[config.mk]
export PLATFORM = sky130hd
export DESIGN_NAME = serial_subtractor
export DESIGN_NICKNAME = d
export VERILOG_FILES = /design/src/rtl/serial_sub_pkg.sv /design/src/rtl/full_subtractor_cell.sv /design/src/rtl/serial_subtractor.sv
export SDC_FILE = /design/constraint.sdc
export NUM_CORES = 1
export LEC_CHECK = 0
export CORE_ASPECT_RATIO = 1.1
export CORE_MARGIN = 2
export CORE_UTILIZATION = 52
export DETAILED_ROUTE_END_ITERATION = 7
export PLACE_DENSITY = 0.79
export SLEW_MARGIN = 10
export SYNTH_ARGS = -nofsm -noshare
export SYNTH_HDL_FRONTEND = slang
export SYNTH_SLANG_ARGS = --single-unit
[constraint.sdc]
create_clock -name clk -period 2.1 [get_ports clk]
set_input_delay 0.315 -clock clk [delete_from_list [all_inputs] [get_ports clk]]
set_output_delay 0.315 -clock clk [all_outputs]
set_load 0.01 [all_outputs]
[src/rtl/serial_sub_pkg.sv]
// Shared types and constants for the bit-serial subtractor.
// Imported by the datapath top so the state encoding lives in one place.
package serial_sub_pkg;

    localparam int DEFAULT_WIDTH = 8;

    typedef enum logic [1:0] {
        IDLE  = 2'd0,
        SHIFT = 2'd1,
        DONE  = 2'd2
    } state_t;

endpackage

[src/rtl/full_subtractor_cell.sv]
// Single-bit full subtractor: difference and borrow of x - y - bi.
// Purely combinational; the serial datapath reuses one instance every bit.
module full_subtractor_cell (
    input  logic x,
    input  logic y,
    input  logic bi,
    output logic d,
    output logic bo
);

    assign d  = x ^ y ^ bi;
    assign bo = (~x & y) | (~(x ^ y) & bi);

endmodule

[src/rtl/serial_subtractor.sv]
// Bit-serial subtractor computing a - b - bin LSB-first through one cell.
// Input handshake: a transfer happens on a rising edge where in_valid, in_ready and ena are all high; the output transfer likewise needs out_valid, out_ready and ena.
module serial_subtractor
    import serial_sub_pkg::*;
#(
    parameter int WIDTH = DEFAULT_WIDTH
) (
    input  logic             clk,
    input  logic             rst,
    input  logic             ena,
    input  logic             in_valid,
    output logic             in_ready,
    input  logic [WIDTH-1:0] a,
    input  logic [WIDTH-1:0] b,
    input  logic             bin,
    output logic             out_valid,
    input  logic             out_ready,
    output logic [WIDTH-1:0] diff,
    output logic             bout,
    output logic             busy
);

    localparam int CW = $clog2(WIDTH);
    localparam logic [CW-1:0] LAST = CW'(WIDTH - 1);

    state_t           state;
    logic [WIDTH-1:0] a_sr;
    logic [WIDTH-1:0] b_sr;
    logic [WIDTH-1:0] diff_sr;
    logic             br;
    logic [CW-1:0]    count;

    logic             cell_d;
    logic             cell_bo;
    logic [WIDTH-1:0] diff_next;

    full_subtractor_cell u_cell (
        .x  (a_sr[0]),
        .y  (b_sr[0]),
        .bi (br),
        .d  (cell_d),
        .bo (cell_bo)
    );

    assign diff_next = {cell_d, diff_sr[WIDTH-1:1]};
    assign in_ready  = (state == IDLE) && !rst;

    // diff/bout are separate from the working shift register so the result
    // ports hold the previous answer while the next operation is shifting.
    always_ff @(posedge clk or posedge rst) begin
        if (rst) begin
            state     <= IDLE;
            a_sr      <= '0;
            b_sr      <= '0;
            diff_sr   <= '0;
            br        <= 1'b0;
            count     <= '0;
            diff      <= '0;
            bout      <= 1'b0;
            out_valid <= 1'b0;
            busy      <= 1'b0;
        end else if (ena) begin
            case (state)
                IDLE: begin
                    if (in_valid) begin
                        a_sr  <= a;
                        b_sr  <= b;
                        br    <= bin;
                        count <= '0;
                        busy  <= 1'b1;
                        state <= SHIFT;
                    end
                end
                SHIFT: begin
                    a_sr    <= a_sr >> 1;
                    b_sr    <= b_sr >> 1;
                    diff_sr <= diff_next;
                    br      <= cell_bo;
                    if (count == LAST) begin
                        diff      <= diff_next;
                        bout      <= cell_bo;
                        out_valid <= 1'b1;
                        state     <= DONE;
                    end else begin
                        count <= count + 1'b1;
                    end
                end
                DONE: begin
                    if (out_ready) begin
                        out_valid <= 1'b0;
                        busy      <= 1'b0;
                        state     <= IDLE;
                    end
                end
                default: begin
                    out_valid <= 1'b0;
                    busy      <= 1'b0;
                    state     <= IDLE;
                end
            endcase
        end
    end

endmodule
==> results of run 1 <==
==> flip-flops by register name, indices dropped and copies added, names as in the netlist, 2 cells and up <==
name,count
diff,8
state,2
a_sr,8
count,3
diff_sr,7
b_sr,8
==> kinds of logic (layout without fill, tap and decap cells) <==
| logic type | after synthesis | after routing | share of synthesized area |
|---|---|---|---|
| AO/OA/AOI/OAI | 15 | 15 | 0.0471 |
| buffers and inverters | 13 | 50 | 0.0412 |
| adder cells (fa/ha/maj) | 3 | 3 | 0.0235 |
| AND/OR/NAND/NOR | 24 | 24 | 0.0746 |
| multiplexers | 45 | 45 | 0.290 |
| flip-flops | 40 | 40 | 0.523 |
==> area by class of cell <==
type	count	share of cell area
inverters	5	0.00782
repair buffers	37	0.155
flip-flops and latches	40	0.417
clock buffers	5	0.0287
well taps	50	0.0261
multi-input cells	87	0.347
clock inverters	3	0.0177
==> how the worst max path moves through the flow <==
stage,to,cells past startpoint,slack [ns]
2_1_floorplan,diff[0],5,0.53
3_3_place_gp,b_sr[5],5,0.28
3_5_place_dp,a_sr[0],5,0.24
4_1_cts,in_ready,2,0.12
5_1_grt,in_ready,2,0.03
6_report,in_ready,2,0.12
==> cell usage in the layout, fill, tap and decap left out, types with 3 or more instances in the layout <==
master,synthesis,routed
clkdlybuf4s50_1,0,33
nor2_1,3,3
mux2i_1,3,3
nand2_1,6,6
nor2b_1,3,3
buf_4,2,3
clkbuf_8,0,5
inv_1,5,5
mux2_4,14,14
o21ai_0,7,7
dfrtp_1,40,40
mux2_2,28,28
==> synthesized netlist by cell type (all sizes together), types with 3 or more instances <==
master | instances | area share
mux2i | 3 | 0.016
nor2 | 4 | 0.012
nand2 | 6 | 0.012
buf | 7 | 0.029
mux2 | 42 | 0.27
inv | 5 | 0.0098
dfrtp | 40 | 0.52
nor2b | 3 | 0.0098
o21ai | 7 | 0.018
==> layer usage <==
metal / GRT usage / up-vias / wire [um] / share of wire
met5: 0 / - / 0 / 0
met4: 0.0771 / 0 / 53 / 0.016
met3: 0.0613 / 5 / 162 / 0.049
met2: 0.276 / 33 / 1710 / 0.52
met1: 0.224 / 593 / 1390 / 0.42
li1: - / 564 / - / -
==> power by group through the flow <==
stage               sequential [uW]  clock (uW)  combinational, uW
floorplan                      1270           0                943
global placement               1300           0               1180
detailed placement             1320           0               1230
CTS                            1310         629               1240
global route                   1360         670               1330
finish                         1310         607               1220
==> worst min-delay path: cells and delay by family <==
| family | cells | cell delay, ns |
|---|---|---|
| buffers and inverters | 3 | 0.90 |
==> per-stage QoR <==
stage	utilization	power (uW)	worst slack (ns)	std cells
finish	0.667	3140	0.116	227
global route	0.667	3360	0.0283	227
CTS	0.667	3180	0.116	227
detailed placement	0.636	2550	0.240	219
global placement	0.636	2480	0.277	219
floorplan	-	2220	0.526	140
==> results.yml, run 1 <==
synthesis:
  ys_ff_latch: 40
  synth.distinct_cells: 30
  ys_seq_area_frac: 0.523
  synth-async-reset-ratio: 1.00
  syn_nets: 165
  synthCells: 140
  yosys_most_used_dff: "dfrtp_1"
  avgSynthCellArea_um2: 13.7
  synth_enable_flop_cells: 0
  yosysWarnings: 0
  syn-cell-area_um2: 1910
worst_setup_path:
  reg2reg_slack_ns: 0.37
  path_delay_family: "flip-flops"
  crit_path_start_kind: "flip-flop"
  rr_endpoint: "a_sr[0]"
  crit_path_top_delay_cell: "dfrtp_1"
  critPathArrivalTime_ns: 1.67
  r2r_cells: 4
  cp-end-kind: "output port"
  cp_max_fo: 16
  path_cells: "nor3_1 -> clkdlybuf4s50_1"
  worst_r2r_startpoint: "state[0]"
  worstSetupPathType: "flip-flop to output port"
  critPathMaxStageDelay_ns: 0.57
  crit_required_ns: 1.78
  crit_buf_inv: 1
  crit_start: "state[0]"
sta:
  fin_crit_sh: 0.945
  finalClockSkew_ns: 0.00783
  report.final.slew_viol_count: 0
  hold_slack_ns: 0.490
  slew_headroom: 0.660
  worstMarginPinSlew_ns: 0.510
  hold_viol: 0
  rsz0062_at_grt: "no"
  min_period_ns: 1.98
  max_clock_freq_mhz: 504
  setup_viol: 0
  tns_ns: 0
floorplanning:
  die-area_um2: 4180
  fp-row-count: 23
  pin_count: 34
  start_util: 0.532
  fp.coreArea_um2: 3600
  die_width_um: 61.8
  fp.dieH_um: 67.6
clocking:
  clk_latency_ns: 0.29
  cts-root-buf: "clkbuf_8"
  cts.path.max_buffers: 2
  post_cts_buffers: 0
  cts_sinks: 40
  cts_made_buffers: 5
  cts_resized: 0
  cts_hold_buf: 0
  clk_pin_slew_ns: 0.07
  cts_tree: "built"
  htree_num_levels: 2
finish:
  antenna_cells: 0
  syn2layout_area_growth_pct: 25.4
  final-seq-area_um2: 1000
  multiInputGateArea_um2: 833
  num-fill-cells: 262
  final_nets: 201
  fin_area_um2: 2400
  drive_gt1_frac: 0.316
run:
  max-cap-violations: 0
grt:
  grt_usage: 0.178
  antenna_found_initial: 0
  grt_pass1_wl_um: 5330
  grt_max_degree: 41
  grt_pass1_vias: 1176
  grt-ovfl-total: 0
pwr:
  power.leakage_uw: 0.00107
  swShare: 0.290
  internal_power_uw: 2230
  p_sw_uw: 911
  power.density_nw_per_um2: 1310
  power.share.clock: 0.193
  combPwrFrac: 0.390
  power_frac_seq: 0.417
  ir_worst_vdd_uv: 608
hold_path:
  hold_class: "input port to async pin"
detailed_routing:
  via_count: 1195
  drt-total-wl_um: 3310
  drt_pre_antenna_iters: 4
  post_drt_wl_per_cell_um: 14.6
  remaining_drc_errors: 0
  first_iter_violations: 55
  vias_per_cell: 5.26
  antenna_left: 0
place:
  port_buffers: 33
  hpwl_um: 2390
  placed_cell_area_um2: 2290
  globalplace.congestion: 0.886
status:
  status: "complete, no violations"
No activity file was read; power rests on OpenSTA's default activity.
==> run 2, diff against run 1 <==
--- a/config.mk
+++ b/config.mk
@@ -5,11 +5,13 @@
 export SDC_FILE = /design/constraint.sdc
 export NUM_CORES = 1
 export LEC_CHECK = 0
-export CORE_ASPECT_RATIO = 1.1
+export CORE_ASPECT_RATIO = 0.5
 export CORE_MARGIN = 2
 export CORE_UTILIZATION = 52
+export CTS_CLUSTER_DIAMETER = 100
 export DETAILED_ROUTE_END_ITERATION = 7
 export PLACE_DENSITY = 0.79
+export SKIP_CTS_REPAIR_TIMING = 1
 export SLEW_MARGIN = 10
 export SYNTH_ARGS = -nofsm -noshare
 export SYNTH_HDL_FRONTEND = slang
==> run 2 against run 1 <==
- global-route usage grew 0.49 points
- final cell count is 1.3% higher
- sequential share of layout area down 0.17 points
- final area up 0.42%
- largest cell class unchanged
==> results.yml, run 2 (synthesis results as in run 1) <==
finish:
  syn2layout_area_growth_pct: 26.0
  antenna_cells: 0
  top_regs: "a_sr (8), b_sr (8), diff (8)"
  final_common_cell: "dfrtp_1"
  final_nets: 203
  final_cell_mix: "40 x dfrtp_1, 33 x clkdlybuf4s50_1, 28 x mux2_2"
  drive_gt1_frac: 0.324
  stdcell_count: 230
floorplanning:
  fp.dieH_um: 46.9
  die_width_um: 89.8
  pin_count: 34
  fp-row-count: 15
  die-area_um2: 4210
  start_util: 0.551
  fp.coreArea_um2: 3470
place:
  hpwl_um: 2310
  port_buffers: 33
  placedCellCount: 222
  globalplace.congestion: 0.785
grt:
  grt_usage: 0.183
  grt_max_degree: 31
  antenna_found_initial: 0
  grt_pass1_wl_um: 5820
  grt-ovfl-total: 0
  grt_pass1_vias: 1217
detailed_routing:
  drt_pre_antenna_iters: 4
  first_iter_violations: 36
  drt-total-wl_um: 3350
  vias_per_cell: 5.19
  via_count: 1193
  post_drt_wl_per_cell_um: 14.6
  remaining_drc_errors: 0
  antenna_left: 0
worst_setup_path:
  worstSetupPathType: "flip-flop to output port"
  crit_required_ns: 1.78
  cp-end-kind: "output port"
  crit_path_start_kind: "flip-flop"
  critPathArrivalTime_ns: 1.58
  cp_max_fo: 12
pwr:
  power.leakage_uw: 0.00108
  swShare: 0.301
  power.density_nw_per_um2: 1280
  ir_worst_vdd_uv: 650
  power.share.clock: 0.173
  p_sw_uw: 926
  combPwrFrac: 0.406
  power_frac_seq: 0.421
  internal_power_uw: 2150
clocking:
  cts.path.max_buffers: 2
  clk_latency_ns: 0.29
  clk_pin_slew_ns: 0.07
  cts_sinks: 40
  cts-root-buf: "clkbuf_8"
  cts_made_buffers: 5
  cts_tree: "built"
  htree_num_levels: 2
sta:
  worstMarginPinSlew_ns: 0.451
  hold_slack_ns: 0.362
  report.final.slew_viol_count: 0
  rsz0062_at_grt: "no"
  setup_viol: 0
  hold_viol: 0
  fin_crit_sh: 0.900
  tns_ns: 0
  finalClockSkew_ns: 0.00632
  max_clock_freq_mhz: 529
  min_period_ns: 1.89
  slew_headroom: 0.699
status:
  status: "complete, no violations"
run:
  max-cap-violations: 0
hold_path:
  hold_class: "input port to async pin"
==> run 2: worst max-delay path: stages (launching register included) <==
cell,delay (ns)
dfrtp_1,0.50
nor3_1,0.23
clkdlybuf4s50_1,0.56
==> run 2: power by group through the flow <==
stage / registers [uW] / clock network (uW) / logic (uW)
5_1_grt: 1340 / 574 / 1380
2_1_floorplan: 1270 / 0 / 943
3_3_place_gp: 1290 / 0 / 1220
6_report: 1290 / 533 / 1250
4_1_cts: 1300 / 543 / 1270
3_5_place_dp: 1310 / 0 / 1260
==> run 2: per-layer routing <==
| layer | global-route usage | wire length (um) |
|---|---|---|
| met1 | 0.232 | 1580 |
| met2 | 0.298 | 1520 |
| met3 | 0.0690 | 208 |
| met4 | 0.0738 | 40 |
| met5 | 0 | 0 |
==> run 2: worst paths after layout <==
path,start,end,slack [ns],cells after the start
max in group asynchronous,rst,b_sr[3],1.24,3
min in group clk,bout,bout,0.50,2
setup reg to reg,count[0],count[0],0.35,4
hold / removal,rst,diff_sr[1],0.36,2
hold reg to reg,bout,bout,0.50,2
setup / recovery,state[1],in_ready,0.21,2
==> run 2: per-stage QoR <==
step                cell area (um^2)  setup WS (ns)  total power (uW)   util
finish                          2410          0.209              3080  0.694
global placement                2320          0.315              2520  0.667
detailed placement              2320          0.286              2560  0.667
CTS                             2410          0.195              3110  0.694
global route                    2410          0.129              3290  0.694
floorplan                       1910          0.526              2220      -
==> run 2: layout make-up <==
class	count	area (um^2)
Tap cell	51	63.8
Clock buffer	6	82.6
Timing Repair Buffer	39	400
Sequential cell	40	1000
Fill cell	244	1060
Multi-Input combinational cell	87	833
Clock inverter	2	10.0
Inverter	5	18.8
==> run 3, diff against run 2 <==
--- a/config.mk
+++ b/config.mk
@@ -5,6 +5,7 @@
 export SDC_FILE = /design/constraint.sdc
 export NUM_CORES = 1
 export LEC_CHECK = 0
+export CAP_MARGIN = 5
 export CORE_ASPECT_RATIO = 0.5
 export CORE_MARGIN = 2
 export CORE_UTILIZATION = 52
@@ -12,7 +13,9 @@
 export DETAILED_ROUTE_END_ITERATION = 7
 export PLACE_DENSITY = 0.79
 export SKIP_CTS_REPAIR_TIMING = 1
+export SKIP_LAST_GASP = 1
 export SLEW_MARGIN = 10
 export SYNTH_ARGS = -nofsm -noshare
 export SYNTH_HDL_FRONTEND = slang
+export SYNTH_HIERARCHICAL = 1
 export SYNTH_SLANG_ARGS = --single-unit
==> run 3 against run 2 <==
- hold slack better by 0.11 ns
- flip-flop and latch count stayed put
- critical path type unchanged
- critical endpoint unchanged
- largest cell class unchanged
- critical path depth stayed put
- sequential share of layout area is 0.065 points higher
- routed wire length is 5.6% lower
- final cell count is 0.43% lower
==> results.yml, run 3 <==
status:
  status: "complete, no violations"
synthesis:
  synth_enable_flop_cells: 0
  syn_nets: 166
  yosysWarnings: 6
  synth.top_cell.area_share: 0.512
  netlist_top_cells_area: "dfrtp_1 51%, mux2_2 17%, mux2_4 14%"
  ys_top_cells_by_count: "40 x dfrtp_1, 29 x mux2_2, 18 x mux2_4, 9 x nand2_1, 8 x inv_1"
  synth_top_cell_by_area: "dfrtp_1"
  avgSynthCellArea_um2: 13.9
  synthCells: 141
  ys_ff_latch: 40
  synth_most_common_cell: "dfrtp_1"
  synth.distinct_cells: 25
  syn-cell-area_um2: 1950
  ys_seq_area_frac: 0.512
  synth-async-reset-ratio: 1.00
  yosys_most_used_dff: "dfrtp_1"
worst_setup_path:
  crit_required_ns: 1.78
  cp_max_fo: 13
  worst_r2r_startpoint: "count[0]"
  crit_path_start_kind: "flip-flop"
  rr_endpoint: "count[0]"
  worstSetupPathType: "flip-flop to output port"
  critPathArrivalTime_ns: 1.61
  cp-end-kind: "output port"
  r2r_cells: 5
  reg2reg_slack_ns: 0.35
grt:
  antenna_found_initial: 0
  grt-ovfl-total: 0
  met2_usage: 0.275
  grt_max_degree: 41
  globalRouteMet3Util: 0.0482
  grtUsageMet1: 0.203
  grt.busiest_layer: "met2"
  grt_pass1_vias: 1138
  grt_pass1_wl_um: 5160
  grt_usage: 0.162
place:
  placedCellCount: 222
  placed_cell_area_um2: 2320
  globalplace.congestion: 0.763
  dp_slack_ns: 0.336
  hpwl_um: 2230
  port_buffers: 33
clocking:
  clk_latency_ns: 0.29
  cts_sinks: 40
  htree_num_levels: 2
  cts_made_buffers: 5
  cts_tree: "built"
  cts.path.max_buffers: 2
  cts-root-buf: "clkbuf_8"
  clk_pin_slew_ns: 0.07
floorplanning:
  pin_count: 34
  die-area_um2: 4290
  die_width_um: 90.7
  fp.coreArea_um2: 3510
  fp-row-count: 15
  start_util: 0.557
  fp.dieH_um: 47.3
finish:
  final_nets: 203
  drive_gt1_frac: 0.343
  top_regs: "a_sr (8), b_sr (8), diff (8)"
  fin_util: 0.686
  antenna_cells: 0
  num-fill-cells: 268
  stdcell_count: 229
  syn2layout_area_growth_pct: 23.2
  final_common_cell: "dfrtp_1"
  fin_area_um2: 2410
  final_cell_mix: "40 x dfrtp_1, 33 x clkdlybuf4s50_1, 29 x mux2_2"
detailed_routing:
  drt_pre_antenna_iters: 4
  vias_per_cell: 5.10
  drt-total-wl_um: 3160
  remaining_drc_errors: 0
  first_iter_violations: 49
  post_drt_wl_per_cell_um: 13.8
  antenna_left: 0
  via_count: 1169
sta:
  fin_crit_sh: 0.918
  finalClockSkew_ns: 0.00762
  min_period_ns: 1.93
  worstMarginPinSlew_ns: 0.498
  rsz0062_at_grt: "no"
  setup_viol: 0
  max_clock_freq_mhz: 519
  worst_slack_ns: 0.171
  tns_ns: 0
  slew_headroom: 0.668
  hold_viol: 0
  report.final.slew_viol_count: 0
pwr:
  ir_worst_vdd_uv: 610
  power.leakage_uw: 0.00111
  power.density_nw_per_um2: 1350
run:
  max-cap-violations: 0
hold_path:
  hold_class: "input port to async pin"
[run 3: changes by cell type after synthesis, moves of 3 or more]
cell | previous run | this run
buf_6 | 1 | 4
inv_1 | 5 | 8
mux2_4 | 14 | 18
nand2_1 | 6 | 9
[run 3: cell families (layout without fill, tap and decap cells)]
group	Yosys count	after routing	share of synthesized area
mux	49	49	0.316
flops	40	40	0.512
simple gates	24	24	0.0711
buf+inv	14	51	0.0448
compound gates	11	11	0.0327
fa+ha+maj	3	3	0.0231
[run 3: how the worst max path moves through the flow]
stage | start | end | slack (ns) | depth (start not counted)
floorplan | count[0] | count[0] | 0.51 | 5
global placement | rst | in_ready | 0.36 | 3
detailed placement | in_valid | a_sr[3] | 0.34 | 5
CTS | state[0] | in_ready | 0.15 | 2
global route | state[0] | in_ready | 0.08 | 2
finish | state[0] | in_ready | 0.17 | 2
[run 3: where the power goes]
group | internal (uW) | switching, uW | total, uW | leakage [uW]
clock network | 225 | 263 | 488 | 0.0000400
registers | 1110 | 220 | 1330 | 0.000495
logic | 931 | 502 | 1430 | 0.000574
total | 2260 | 985 | 3250 | 0.00111
[run 3: area by class of cell]
class / instances / area [um^2] / area share
clock buffers: 5 / 68.8 / 0.0286
multi-input cells: 87 / 865 / 0.359
inverters: 8 / 30.0 / 0.0125
flip-flops and latches: 40 / 1000 / 0.416
well taps: 51 / 63.8 / 0.0265
clock inverters: 2 / 12.5 / 0.00520
repair buffers: 36 / 365 / 0.152
[run 3: metrics by stage]
step	hold slack (ns)	power [uW]
2_1_floorplan	0.460	2410
4_1_cts	0.493	3290
3_3_place_gp	0.487	2720
5_1_grt	0.526	3470
3_5_place_dp	0.492	2790
6_report	0.475	3250
[run 3: worst max-delay path, cell delays in order, from the launching register on]
cell	delay [ns]
dfrtp_1	0.53
nor3_1	0.23
clkdlybuf4s50_1	0.56
[run 3: metal layers]
layer  routed length [um]  vias up
met5                    0        -
met4                   14        0
met3                  141        3
met2                 1490       28
met1                 1520      582
li1                     -      556
